`config.mk`:
```
export PLATFORM = sky130hd
export DESIGN_NAME = drum_note_scroller
export DESIGN_NICKNAME = d
export VERILOG_FILES = /design/src/rtl/drum_note_scroller.sv
export SDC_FILE = /design/constraint.sdc
export NUM_CORES = 1
export LEC_CHECK = 0
export BUFFER_PORTS_ARGS = -buffer_cell sky130_fd_sc_hd__buf_2
export CORE_MARGIN = 4
export CORE_UTILIZATION = 55
export CTS_CLUSTER_SIZE = 40
export DETAILED_ROUTE_END_ITERATION = 12
export PLACE_DENSITY_LB_ADDON = 0.12
export SLEW_MARGIN = 20
export SYNTH_ARGS = -nofsm -noshare
export SYNTH_HDL_FRONTEND = slang
export SYNTH_SLANG_ARGS = --single-unit
```
`constraint.sdc`:
```
create_clock -name clk -period 4.75 [get_ports clk]
set_input_delay 0.95 -clock clk [delete_from_list [all_inputs] [get_ports clk]]
set_output_delay 0.95 -clock clk [all_outputs]
set_load 0.02 [all_outputs]
```
`src/rtl/drum_note_scroller.sv`:
```
// drum_note_scroller: turns a 4-lane random pattern into falling drum notes.
// Notes scroll from row DEPTH-1 (spawn) down to row 0 (hit row). Pad strikes
// are scored against row 0. The block also tracks score, combo and misses,
// and runs the IDLE/PLAY/PAUSE/OVER game FSM. Every output is registered.
module drum_note_scroller #(
  parameter int DEPTH      = 8,
  parameter int SPAWN_DIV  = 4,
  parameter int MAX_MISSES = 15
) (
  input  logic               clk,
  input  logic               reset,
  input  logic               start,
  input  logic               pause,
  input  logic               tick,
  input  logic [3:0]         rand_in,
  input  logic [3:0]         hits,
  output logic               rand_take,
  output logic [4*DEPTH-1:0] rows_out,
  output logic [15:0]        score,
  output logic [7:0]         combo,
  output logic [3:0]         misses,
  output logic [1:0]         state,
  output logic               game_over
);

  typedef enum logic [1:0] {
    S_IDLE  = 2'd0,
    S_PLAY  = 2'd1,
    S_PAUSE = 2'd2,
    S_OVER  = 2'd3
  } state_t;

  localparam logic [3:0] SPAWN_LAST = 4'(SPAWN_DIV - 1);
  localparam logic [4:0] MISS_LIM   = 5'(MAX_MISSES);

  state_t cur, nxt;

  // Packed so that row i lands on bits [4i+3:4i] of rows_out.
  logic [DEPTH-1:0][3:0] rows_q;
  logic [3:0]            spawn_cnt;

  function automatic logic [2:0] pop4(input logic [3:0] v);
    pop4 = {2'b0, v[0]} + {2'b0, v[1]} + {2'b0, v[2]} + {2'b0, v[3]};
  endfunction

  logic [3:0]  row0, good, row0_left, residual;
  logic        wrong, miss_hit;
  logic [2:0]  good_n, miss_n;
  logic [3:0]  pts;
  logic [16:0] score_sum;
  logic [15:0] score_upd;
  logic [8:0]  combo_sum;
  logic [7:0]  combo_inc, combo_upd;
  logic [4:0]  miss_sum;
  logic [3:0]  misses_upd;

  // Scoring for one PLAY cycle. Hits are judged against row 0 before any
  // shift, so a matched note can never also be counted as a miss.
  always_comb begin
    row0      = rows_q[0];
    good      = hits & row0;
    wrong     = |(hits & ~row0);
    row0_left = row0 & ~hits;
    good_n    = pop4(good);
    // Double points once the combo (pre-update) has reached 8.
    pts       = (combo >= 8'd8) ? {good_n, 1'b0} : {1'b0, good_n};
    score_sum = {1'b0, score} + {13'b0, pts};
    score_upd = score_sum[16] ? 16'hFFFF : score_sum[15:0];
    combo_sum = {1'b0, combo} + {6'b0, good_n};
    combo_inc = combo_sum[8] ? 8'hFF : combo_sum[7:0];
    // Only a tick pushes row 0 out; whatever is left unhit is a miss.
    residual  = tick ? row0_left : 4'b0;
    miss_n    = pop4(residual);
    miss_sum  = {1'b0, misses} + {2'b0, miss_n};
    miss_hit  = (miss_sum >= MISS_LIM);
    misses_upd = miss_hit ? MISS_LIM[3:0] : miss_sum[3:0];
    // A wrong strike or a missed note breaks the combo, overriding any gain.
    combo_upd = (wrong || (|residual)) ? 8'd0 : combo_inc;
  end

  // Game state register.
  always_ff @(posedge clk) begin
    if (reset) cur <= S_IDLE;
    else       cur <= nxt;
  end

  // Next-state logic: start > pause > tick/hits; miss limit wins over pause.
  always_comb begin
    nxt = cur;
    case (cur)
      S_IDLE:  if (start) nxt = S_PLAY;
      S_PLAY: begin
        if (miss_hit)   nxt = S_OVER;
        else if (pause) nxt = S_PAUSE;
      end
      S_PAUSE: if (pause) nxt = S_PLAY;
      S_OVER:  if (start) nxt = S_IDLE;
      default: nxt = S_IDLE;
    endcase
  end

  // Scroll buffer, counters and output pulses.
  always_ff @(posedge clk) begin
    if (reset) begin
      rows_q    <= '0;
      spawn_cnt <= 4'd0;
      score     <= 16'd0;
      combo     <= 8'd0;
      misses    <= 4'd0;
      rand_take <= 1'b0;
      game_over <= 1'b0;
    end else begin
      rand_take <= 1'b0;
      game_over <= (nxt == S_OVER);
      case (cur)
        S_IDLE: begin
          rows_q    <= '0;
          spawn_cnt <= 4'd0;
          score     <= 16'd0;
          combo     <= 8'd0;
          misses    <= 4'd0;
        end
        S_PLAY: begin
          score  <= score_upd;
          combo  <= combo_upd;
          misses <= misses_upd;
          if (tick) begin
            for (int i = 0; i < DEPTH - 1; i++) rows_q[i] <= rows_q[i+1];
            rows_q[DEPTH-1] <= (spawn_cnt == 4'd0) ? rand_in : 4'b0;
            rand_take       <= (spawn_cnt == 4'd0);
            spawn_cnt       <= (spawn_cnt == SPAWN_LAST) ? 4'd0 : spawn_cnt + 4'd1;
          end else begin
            rows_q[0] <= row0_left;
          end
        end
        S_PAUSE: ;
        S_OVER: begin
          // Board holds for the final display; start wipes it on the way out.
          if (start) begin
            rows_q    <= '0;
            spawn_cnt <= 4'd0;
            score     <= 16'd0;
            combo     <= 8'd0;
            misses    <= 4'd0;
          end
        end
        default: ;
      endcase
    end
  end

  assign rows_out = rows_q;
  assign state    = cur;

endmodule

```
# Word-level counts from Yosys, hierarchy flattened
# Index checks and enable logic that the tools add are counted.
# classes
order_cmp,2
n_reduce_logical,9
muxes,26
n_addsub,10
bitwise_logic,7
n_eq_ne,7
# op_table
op,count
one-hot mux 32 bit (3 select lines),1
one-hot mux 16 bit (3 select lines),1
2-to-1 mux 16 bit,2
2-to-1 mux 32 bit,1
2-to-1 mux 4 bit,8
2-to-1 mux 28 bit,1
2-to-1 mux 8 bit,3
one-hot mux 4 bit (3 select lines),2
one-hot mux 8 bit (3 select lines),1
adder 16 x 4 -> 17 bit,1
bitwise AND 4 bit,3
2-to-1 mux 2 bit,5
adder 8 x 3 -> 9 bit,1
greater-or-equal comparator 8 x 4 -> 1 bit (second input constant),1
NOT 4 bit,2
one-hot mux 2 bit (4 select lines),1
OR reduction 4 bit,2
adder 2 x 1 -> 3 bit,2
adder 3 x 1 -> 3 bit,2
== test 2 bit (second input constant),3
adder 4 x 3 -> 5 bit,1
greater-or-equal comparator 5 x 4 -> 1 bit (second input constant),1
adder 1 x 1 -> 2 bit,2
adder 4 x 1 -> 4 bit (second input constant),1
11 further kinds,13
# totals
output_inout_bits,64
word_cells,76
in_bits,13
ff_bits,68

# Depth between registers and ports, before layout
# Gate-level depths: netlist of run 1.
# depth
ltp_word,11
mapped_depth,12
mapped_depth_nobuf,11

# Worst setup path before layout of run 1
# OpenSTA, ideal clock, no wires.
# synth_timing
path_type,in2reg
startpoint,in hits[0]
endpoint,reg score[12]
setup_slack_ps,807
arrival_time_ps,3839
stages,11
setup_ps,103
required_ps,4647
n_path_buf,0
path_cell_list,nand2_1 fa_1 inv_1 ha_1 ha_1 mux2_2 fa_1 a211oi_2 nor4_2 and4_1 a2111oi_2
# synth_between
elab_chain_cells,8
# synth_lines
item,line,text
start: declaration,16,"input logic [3:0] hits,"
bitwise AND 4 bit,61,good = hits & row0;
adder 1 x 1 -> 2 bit,43,"pop4 = {2'b0, v[0]} + {2'b0, v[1]} + {2'b0, v[2]} + {2'b0, v[3]};"
adder 2 x 1 -> 3 bit,43,
adder 3 x 1 -> 3 bit,43,
2-to-1 mux 4 bit,66,"pts = (combo >= 8'd8) ? {good_n, 1'b0} : {1'b0, good_n};"
adder 16 x 4 -> 17 bit,67,"score_sum = {1'b0, score} + {13'b0, pts};"
2-to-1 mux 16 bit,68,score_upd = score_sum[16] ? 16'hFFFF : score_sum[15:0];
one-hot mux 16 bit (3 select lines),115,case (cur)
end signal: assignment,124,score <= score_upd;
end: declaration,19,"output logic [15:0] score,"
# No other way between the ends.
# A chain may end at the register's enable or synchronous reset.

# Worst setup path in the final report of run 1
# layout_timing
startpoint,in hits[0]
endpoint,reg score[7]
# The elaborated chain is that of the path after synthesis.

==> flow_metrics.py, run 1 <==
metrics = {
    "run_status": {
        "outcome": "completed",
    },
    "detailed_routing": {
        "met1Wirelength_microns": 4060,
        "met2_length_microns": 4000,
        "avgViaCountPerCell": 6.10,
        "top_layer_used": "met4",
        "dr_total_vias": 3330,
        "drtPass1Iterations": 5,
        "final_antenna_net_count": 0,
        "detail_route.wl_per_cell_microns": 15.8,
        "drc_errors": 0,
        "met3_length_microns": 514,
        "wirelength_microns": 8630,
        "number_of_drc_violations_after_detailed_routing_iteration_0": 182,
    },
    "worst_setup_path": {
        "crit_type": "input port to flop",
        "critical_path.endpoint_type": "flop",
        "critPathArrivalTime_ns": 4.16,
        "cp_data_required_time_ns": 4.98,
        "r2r_setup_slack_ns": 1.14,
        "startpoint_type": "input port",
        "path_max_fanout": 8,
    },
    "cells_and_area": {
        "finalNonFillerCells": 546,
        "filler_instances": 570,
        "final_net_count": 495,
        "post-route-cell-area_sq_um": 4200,
        "drive_above_1_share_pct": 24.1,
        "n_antenna_cell": 0,
        "area_growth_syn_to_layout_pct": 16.4,
    },
    "logic_synthesis": {
        "synth.yosys.warnings": 0,
        "proportion_of_synthesized_flip_flops_having_asynchronous_set_or_reset_pct": 0,
        "most_frequent_cells_after_synthesis": "sky130_fd_sc_hd__dfxtp_1, sky130_fd_sc_hd__nand2_1, sky130_fd_sc_hd__a22o_1",
        "ys.flop_type": "sky130_fd_sc_hd__dfxtp_1",
        "synth_enable_flop_cells": 0,
        "syn-num-nets": 429,
        "synthesized_instance_count": 398,
        "synth_largest_area_cell": "sky130_fd_sc_hd__dfxtp_1",
        "synth_largest_type_area_fraction_pct": 37.7,
        "synth_seq_area_share_pct": 37.7,
        "flops_latches_synth": 68,
        "yosys.cell_count.top_type": "sky130_fd_sc_hd__dfxtp_1",
        "synthTopCellsByArea": "sky130_fd_sc_hd__dfxtp_1, sky130_fd_sc_hd__a22o_1, sky130_fd_sc_hd__ha_1, sky130_fd_sc_hd__a21oi_1, sky130_fd_sc_hd__nand2_1",
        "post_synth_num_cell_types": 64,
        "post_synth_instance_area_sq_um": 3610,
        "synth_area_per_cell_sq_um": 9.07,
    },
    "timing": {
        "layout_worst_path_cycle_share_pct": 82.9,
        "report.final.slew_viol_count": 0,
        "fin_crit_period_ns": 3.94,
        "max_slew.worst_pin.slew_ns": 0.979,
        "fmaxAchievable_mhz": 254,
        "unrepaired_setup_endpoints_after_global_routing": "false",
        "clock-skew-final_ns": 0.00633,
        "hold_viol_final": 0,
        "timing.max_slew.rel_slack_pct": 34.0,
        "tns_ns": 0,
        "finalSetupViolations": 0,
    },
    "cts": {
        "post-cts-setup-buffers": 0,
        "cts.clk_slew.worst_paths_ns": 0.08,
        "clock_latency_ns": 0.34,
        "cts.repair.resized": 0,
        "tritoncts": "yes",
        "cts_root_buffer": "sky130_fd_sc_hd__clkbuf_8",
        "cts_inserted_buffers": 9,
        "cts-htree-levels": 3,
        "cts_buffer_depth": 2,
        "clock_sink_count": 68,
        "ctsHoldBuffers": 0,
    },
    "die": {
        "chipHeight_microns": 89.0,
        "core_sq_um": 6350,
        "std_cell_rows": 29,
        "die_width_microns": 89.0,
        "io_pins": 77,
        "start_util_pct": 56.9,
        "design.die.area_sq_um": 7930,
    },
    "pwr": {
        "power.density_nw_per_um2": 282,
        "peakVddDrop_mv": 0.222,
        "power_leakage_uw": 0.00175,
        "p_total_uw": 1190,
    },
    "global_route": {
        "grtUsageTotal_pct": 22.1,
        "pin_count_of_the_biggest_net_entering_global_routing": 30,
        "grt_pass1_wl_microns": 14000,
        "grt_pass1_vias": 2976,
        "grt_residual_overflow": 0,
        "antenna_found_initial": 0,
    },
    "placement": {
        "gp_routability_congestion": 0.896,
        "place_area_sq_um": 3980,
        "buffers_on_ports": 76,
        "inst_count_dp": 530,
        "dpl_hpwl_microns": 6090,
    },
    "flow_run": {
        "maxCapViolCount": 0,
    },
    "hold_path": {
        "worstHoldPathType": "flop to flop",
    },
}
-- worst max-delay path: stages --
cell,delay [ns]
sky130_fd_sc_hd__buf_2,0.11
sky130_fd_sc_hd__nand2_1,0.08
sky130_fd_sc_hd__fa_1,0.55
sky130_fd_sc_hd__inv_1,0.05
sky130_fd_sc_hd__ha_1,0.19
sky130_fd_sc_hd__ha_1,0.34
sky130_fd_sc_hd__mux2_2,0.31
sky130_fd_sc_hd__fa_1,0.47
sky130_fd_sc_hd__a211oi_2,0.43
sky130_fd_sc_hd__nor3_1,0.20
sky130_fd_sc_hd__buf_4,0.21
sky130_fd_sc_hd__a32oi_1,0.19
sky130_fd_sc_hd__nand3_1,0.09
-- cell type report --
type                    instances  area (sq um)  share of cell area [%]
well taps                      77          96.3                    2.29
clock buffers                   9           124                    2.95
multi-input cells             285          2030                    48.3
flip-flops and latches         68          1360                    32.4
clock inverters                 7          98.8                    2.35
repair buffers                 82           425                    10.1
inverters                      18          67.6                    1.61
-- cell families after synthesis --
kind of cell               Yosys count  share of synthesized area [%]
buffers and inverters               45                           6.20
muxes                                4                           1.18
DFF                                 68                           37.7
xor gates and xnor gates             2                          0.485
AOI/OAI and AO/OA                  139                           28.6
and+or+nand+nor                    122                           18.3
adders and majority gates           18                           7.48
-- placed cells by master (no fill, tap or decap), types with 7 or more instances in the layout --
master / n
sky130_fd_sc_hd__a211oi_1: 7
sky130_fd_sc_hd__a21oi_1: 28
sky130_fd_sc_hd__nor3_1: 8
sky130_fd_sc_hd__o21ai_0: 13
sky130_fd_sc_hd__o211ai_1: 8
sky130_fd_sc_hd__a22o_1: 29
sky130_fd_sc_hd__dfxtp_1: 68
sky130_fd_sc_hd__nand2_1: 36
sky130_fd_sc_hd__nor2b_1: 9
sky130_fd_sc_hd__nor2_1: 11
sky130_fd_sc_hd__buf_2: 76
sky130_fd_sc_hd__inv_1: 17
sky130_fd_sc_hd__o2111ai_1: 7
sky130_fd_sc_hd__ha_1: 12
sky130_fd_sc_hd__clkbuf_8: 9
sky130_fd_sc_hd__nand3_1: 17
-- metal layers --
metal  GRT usage [%]  vias up
met2            34.9       91
met5               0        -
met1            30.8     1581
met4            6.77        0
met3            4.24        4
li1                -     1654
-- per-stage QoR --
step / util (%) / hold WS (ns) / setup slack, ns
floorplan: - / 0.471 / 0.807
global placement: 62.6 / 0.460 / 0.513
detailed placement: 62.6 / 0.463 / 0.469
CTS: 66.1 / 0.474 / 0.833
global route: 66.2 / 0.498 / 0.606
finish: 66.2 / 0.471 / 0.812
-- final timing paths --
kind              depth (start not counted)  endpoint     start
setup / recovery                         13  score[7]   hits[0]
hold / removal                            2  combo[0]  combo[0]
setup reg to reg                         12  score[7]   row0[0]
hold reg to reg                           2  combo[0]  combo[0]
-- power breakdown --
part           switching [uW]  internal (uW)  total [uW]
clock                     234            299         533
sequential               5.35            573         579
combinational            52.4           21.7        74.1
-- registers in the layout, summed over array words and instances, names as in the netlist --
register and flops:
spawn_cnt 4, score 16, rows_out 28, rand_take 1
misses 4, row0 4, state 2, game_over 1
combo 8
Power figures use the tool's default switching activity.
==> run 2: changes to the inputs <==
--- a/config.mk
+++ b/config.mk
@@ -5,9 +5,10 @@
 export SDC_FILE = /design/constraint.sdc
 export NUM_CORES = 1
 export LEC_CHECK = 0
+export ABC_AREA = 1
 export BUFFER_PORTS_ARGS = -buffer_cell sky130_fd_sc_hd__buf_2
 export CORE_MARGIN = 4
-export CORE_UTILIZATION = 55
+export CORE_UTILIZATION = 49
 export CTS_CLUSTER_SIZE = 40
 export DETAILED_ROUTE_END_ITERATION = 12
 export PLACE_DENSITY_LB_ADDON = 0.12
==> constraint.sdc (replaced) <==
create_clock -name clk -period 3.2 [get_ports clk]
set_input_delay 0.64 -clock clk [delete_from_list [all_inputs] [get_ports clk]]
set_output_delay 0.64 -clock clk [all_outputs]
set_load 0.02 [all_outputs]
==> run 2 against run 1 <==
Against the previous run: wire length increased by 1.3%; worst setup slack got worse by 0.60 ns; sequential power grew 48%; critical path depth grew 4; utilization down 3.0 points; power increased by 41%; sequential cell count did not move; first-iteration DRC count is 21% lower; design area increased by 4.4%; highest routed layer unchanged.
==> flow_metrics.py, run 2 <==
metrics = {
    "timing": {
        "clock-skew-final_ns": 0.00868,
        "whs_ns": 0.465,
        "fmaxAchievable_mhz": 334,
        "fin_crit_period_ns": 2.99,
        "tns_ns": 0,
        "max_slew.worst_pin.slew_ns": 0.591,
        "finalSetupViolations": 0,
        "hold_viol_final": 0,
        "report.final.slew_viol_count": 0,
        "timing.max_slew.rel_slack_pct": 60.5,
        "layout_worst_path_cycle_share_pct": 93.5,
    },
    "worst_setup_path": {
        "cp_cell_sequence": "buf_2 -> nand2_1 -> fa_1 -> inv_1 -> ha_1 -> ha_1 -> inv_1 -> o21ai_2 -> fa_2 -> nand3_1 -> nand2_1 -> and2_4 -> nand2_2 -> buf_4 -> o21ai_0 -> nand2_1 -> a21oi_2",
        "startpoint_type": "input port",
        "crit_slowest_cell": "sky130_fd_sc_hd__fa_1",
        "timing.rr.end": "game_over",
        "r2r-start": "row0[0]",
        "reg2regPathDepth": 16,
        "crit_type": "input port to flop",
        "path_max_fanout": 8,
        "critical_path.endpoint_type": "flop",
        "worst_path_most_repeated_cell": "sky130_fd_sc_hd__nand2_1",
        "critPathArrivalTime_ns": 3.20,
        "slowest_delay_ns": 0.53,
        "r2r_setup_slack_ns": 0.25,
        "cp_data_required_time_ns": 3.41,
    },
    "cts": {
        "cts.repair.resized": 0,
        "cts-htree-levels": 3,
        "cts_inserted_buffers": 9,
        "clock_sink_count": 68,
        "clock_latency_ns": 0.34,
        "post-cts-setup-buffers": 0,
        "cts_root_buffer": "sky130_fd_sc_hd__clkbuf_8",
        "cts.clk_slew.worst_paths_ns": 0.08,
        "ctsHoldBuffers": 0,
        "tritoncts": "yes",
        "cts_buffer_depth": 2,
    },
    "logic_synthesis": {
        "synth_largest_type_area_fraction_pct": 37.9,
        "synth_largest_area_cell": "sky130_fd_sc_hd__dfxtp_1",
        "most_frequent_cells_after_synthesis": "sky130_fd_sc_hd__nand2_1, sky130_fd_sc_hd__inv_1, sky130_fd_sc_hd__dfxtp_1",
        "synth_top_family_by_area": "simple AND/OR/NAND/NOR gates",
        "synthesized_instance_count": 494,
        "flops_latches_synth": 68,
        "synth_fa_ha_area_share_pct": 7.53,
        "synth.yosys.warnings": 0,
        "synth_area_per_cell_sq_um": 7.26,
        "post_synth_instance_area_sq_um": 3590,
        "muxShareOfSynthArea_pct": 0,
        "synth_seq_area_share_pct": 37.9,
        "syn-num-nets": 525,
        "proportion_of_synthesized_flip_flops_having_asynchronous_set_or_reset_pct": 0,
        "post_synth_and_or_nand_nor_area_fraction_pct": 25.2,
        "synth_enable_flop_cells": 0,
        "synthTopCellsByArea": "sky130_fd_sc_hd__dfxtp_1, sky130_fd_sc_hd__nand2_1, sky130_fd_sc_hd__inv_1, sky130_fd_sc_hd__a21oi_1, sky130_fd_sc_hd__nand3_1",
        "ys.flop_type": "sky130_fd_sc_hd__dfxtp_1",
        "synth_compound_area_share_pct": 17.9,
        "yosys.cell_count.top_type": "sky130_fd_sc_hd__nand2_1",
        "synth-xor-area-share_pct": 0.976,
        "post_synth_num_cell_types": 37,
    },
    "die": {
        "die_width_microns": 93.6,
        "std_cell_rows": 30,
        "start_util_pct": 51.7,
        "io_pins": 77,
        "chipHeight_microns": 93.6,
        "design.die.area_sq_um": 8760,
        "core_sq_um": 6940,
    },
    "hold_path": {
        "worstHoldPathType": "flop to flop",
        "worstHoldStart": "rows_out[8]",
        "hold_depth": 2,
        "whs_endpoint": "rows_out[4]",
    },
    "detailed_routing": {
        "final_antenna_net_count": 0,
        "drtPass1Iterations": 4,
        "avgViaCountPerCell": 5.12,
        "number_of_drc_violations_after_detailed_routing_iteration_0": 143,
        "detail_route.wl_per_cell_microns": 12.7,
        "dr_total_vias": 3518,
        "wirelength_microns": 8740,
        "drc_errors": 0,
    },
    "cells_and_area": {
        "layout_common_cells": "sky130_fd_sc_hd__nand2_1, sky130_fd_sc_hd__buf_2, sky130_fd_sc_hd__inv_1",
        "final_net_count": 617,
        "n_antenna_cell": 0,
        "area_growth_syn_to_layout_pct": 22.4,
        "final_common_cell": "sky130_fd_sc_hd__nand2_1",
        "largest_register_ffs": 28,
        "drive_above_1_share_pct": 23.0,
    },
    "global_route": {
        "grt_residual_overflow": 0,
        "antenna_found_initial": 0,
        "grt_pass1_wl_microns": 15100,
        "grtUsageTotal_pct": 21.2,
        "grt_pass1_vias": 3342,
        "pin_count_of_the_biggest_net_entering_global_routing": 50,
    },
    "pwr": {
        "power_frac_seq_pct": 51.1,
        "p_comb_share_pct": 7.1,
        "total_switching_power_uw": 438,
        "intPower_uw": 1240,
        "power.share.clock_pct": 41.8,
        "p_total_uw": 1680,
        "power_leakage_uw": 0.00202,
        "peakVddDrop_mv": 0.318,
        "power.density_nw_per_um2": 382,
        "swShare_pct": 26.1,
    },
    "flow_run": {
        "maxCapViolCount": 0,
    },
    "placement": {
        "gp_routability_congestion": 0.877,
        "buffers_on_ports": 76,
        "dpl_hpwl_microns": 6420,
    },
    "run_status": {
        "outcome": "completed",
    },
}
-- run 2: changes by cell type after synthesis, sizes merged, moves of 16 or more --
cell,delta
a22o,-29
nand2,+88
inv,+61
nor2,+19
nand3,+22
o32ai,+16
-- run 2: stage by stage --
stage / cell area (sq um) / std cells / util [%] / setup WS (ns)
after global routing: 4390 / 687 / 63.2 / -0.00353
after global placement: 4180 / 671 / 60.2 / -0.179
after floorplan: 3590 / 494 / - / 0.00964
final: 4390 / 687 / 63.2 / 0.208
after CTS: 4370 / 687 / 62.9 / 0.0674
after detailed placement: 4180 / 671 / 60.2 / -0.187
-- run 2: cell families after synthesis --
kind of cell,after synthesis
simple gates,207
fa+ha+maj,18
compound gates,101
buf+inv,96
flops,68
xor+xnor,4
-- run 2: worst max-delay path by stage --
stage | cells after the start | slack, ns | endpoint | startpoint
floorplan | 16 | 0.01 | score[13] | hits[0]
global placement | 16 | -0.18 | game_over | hits[0]
detailed placement | 16 | -0.19 | game_over | hits[0]
CTS | 16 | 0.07 | game_over | row0[0]
global route | 16 | -0.004 | combo[1] | hits[0]
finish | 17 | 0.21 | score[6] | hits[0]
-- run 2: critical path, delay by kind of cell --
family,cells,cell delay (ns)
fa+ha+maj,4,1.37
simple gates,6,0.56
buf+inv,4,0.38
compound gates,3,0.24
-- run 2: metal layers --
layer / vias up / track usage [%] / routed length [microns] / part of all wire [%]
met2: 85 / 35.3 / 4070 / 47
li1: 1812 / - / - / -
met3: 12 / 5.79 / 623 / 7.1
met4: 0 / 8.30 / 148 / 1.7
met5: - / 0 / 0 / 0
met1: 1609 / 26.0 / 3900 / 45
-- run 2: area by class of cell --
class	instances	area (sq um)
fill	648	2550
inverter	79	297
sequential	68	1360
multi-input combinational	330	1870
timing repair buffer	98	546
clock buffer	10	128
clock inverter	6	65.1
tap	96	120
-- run 2: power groups by stage --
stage | Clock, uW | Combinational (uW) | Sequential, uW
2_1_floorplan | 0 | 76.7 | 882
3_3_place_gp | 0 | 120 | 876
3_5_place_dp | 0 | 120 | 877
4_1_cts | 717 | 121 | 857
5_1_grt | 753 | 134 | 858
6_report | 701 | 120 | 857
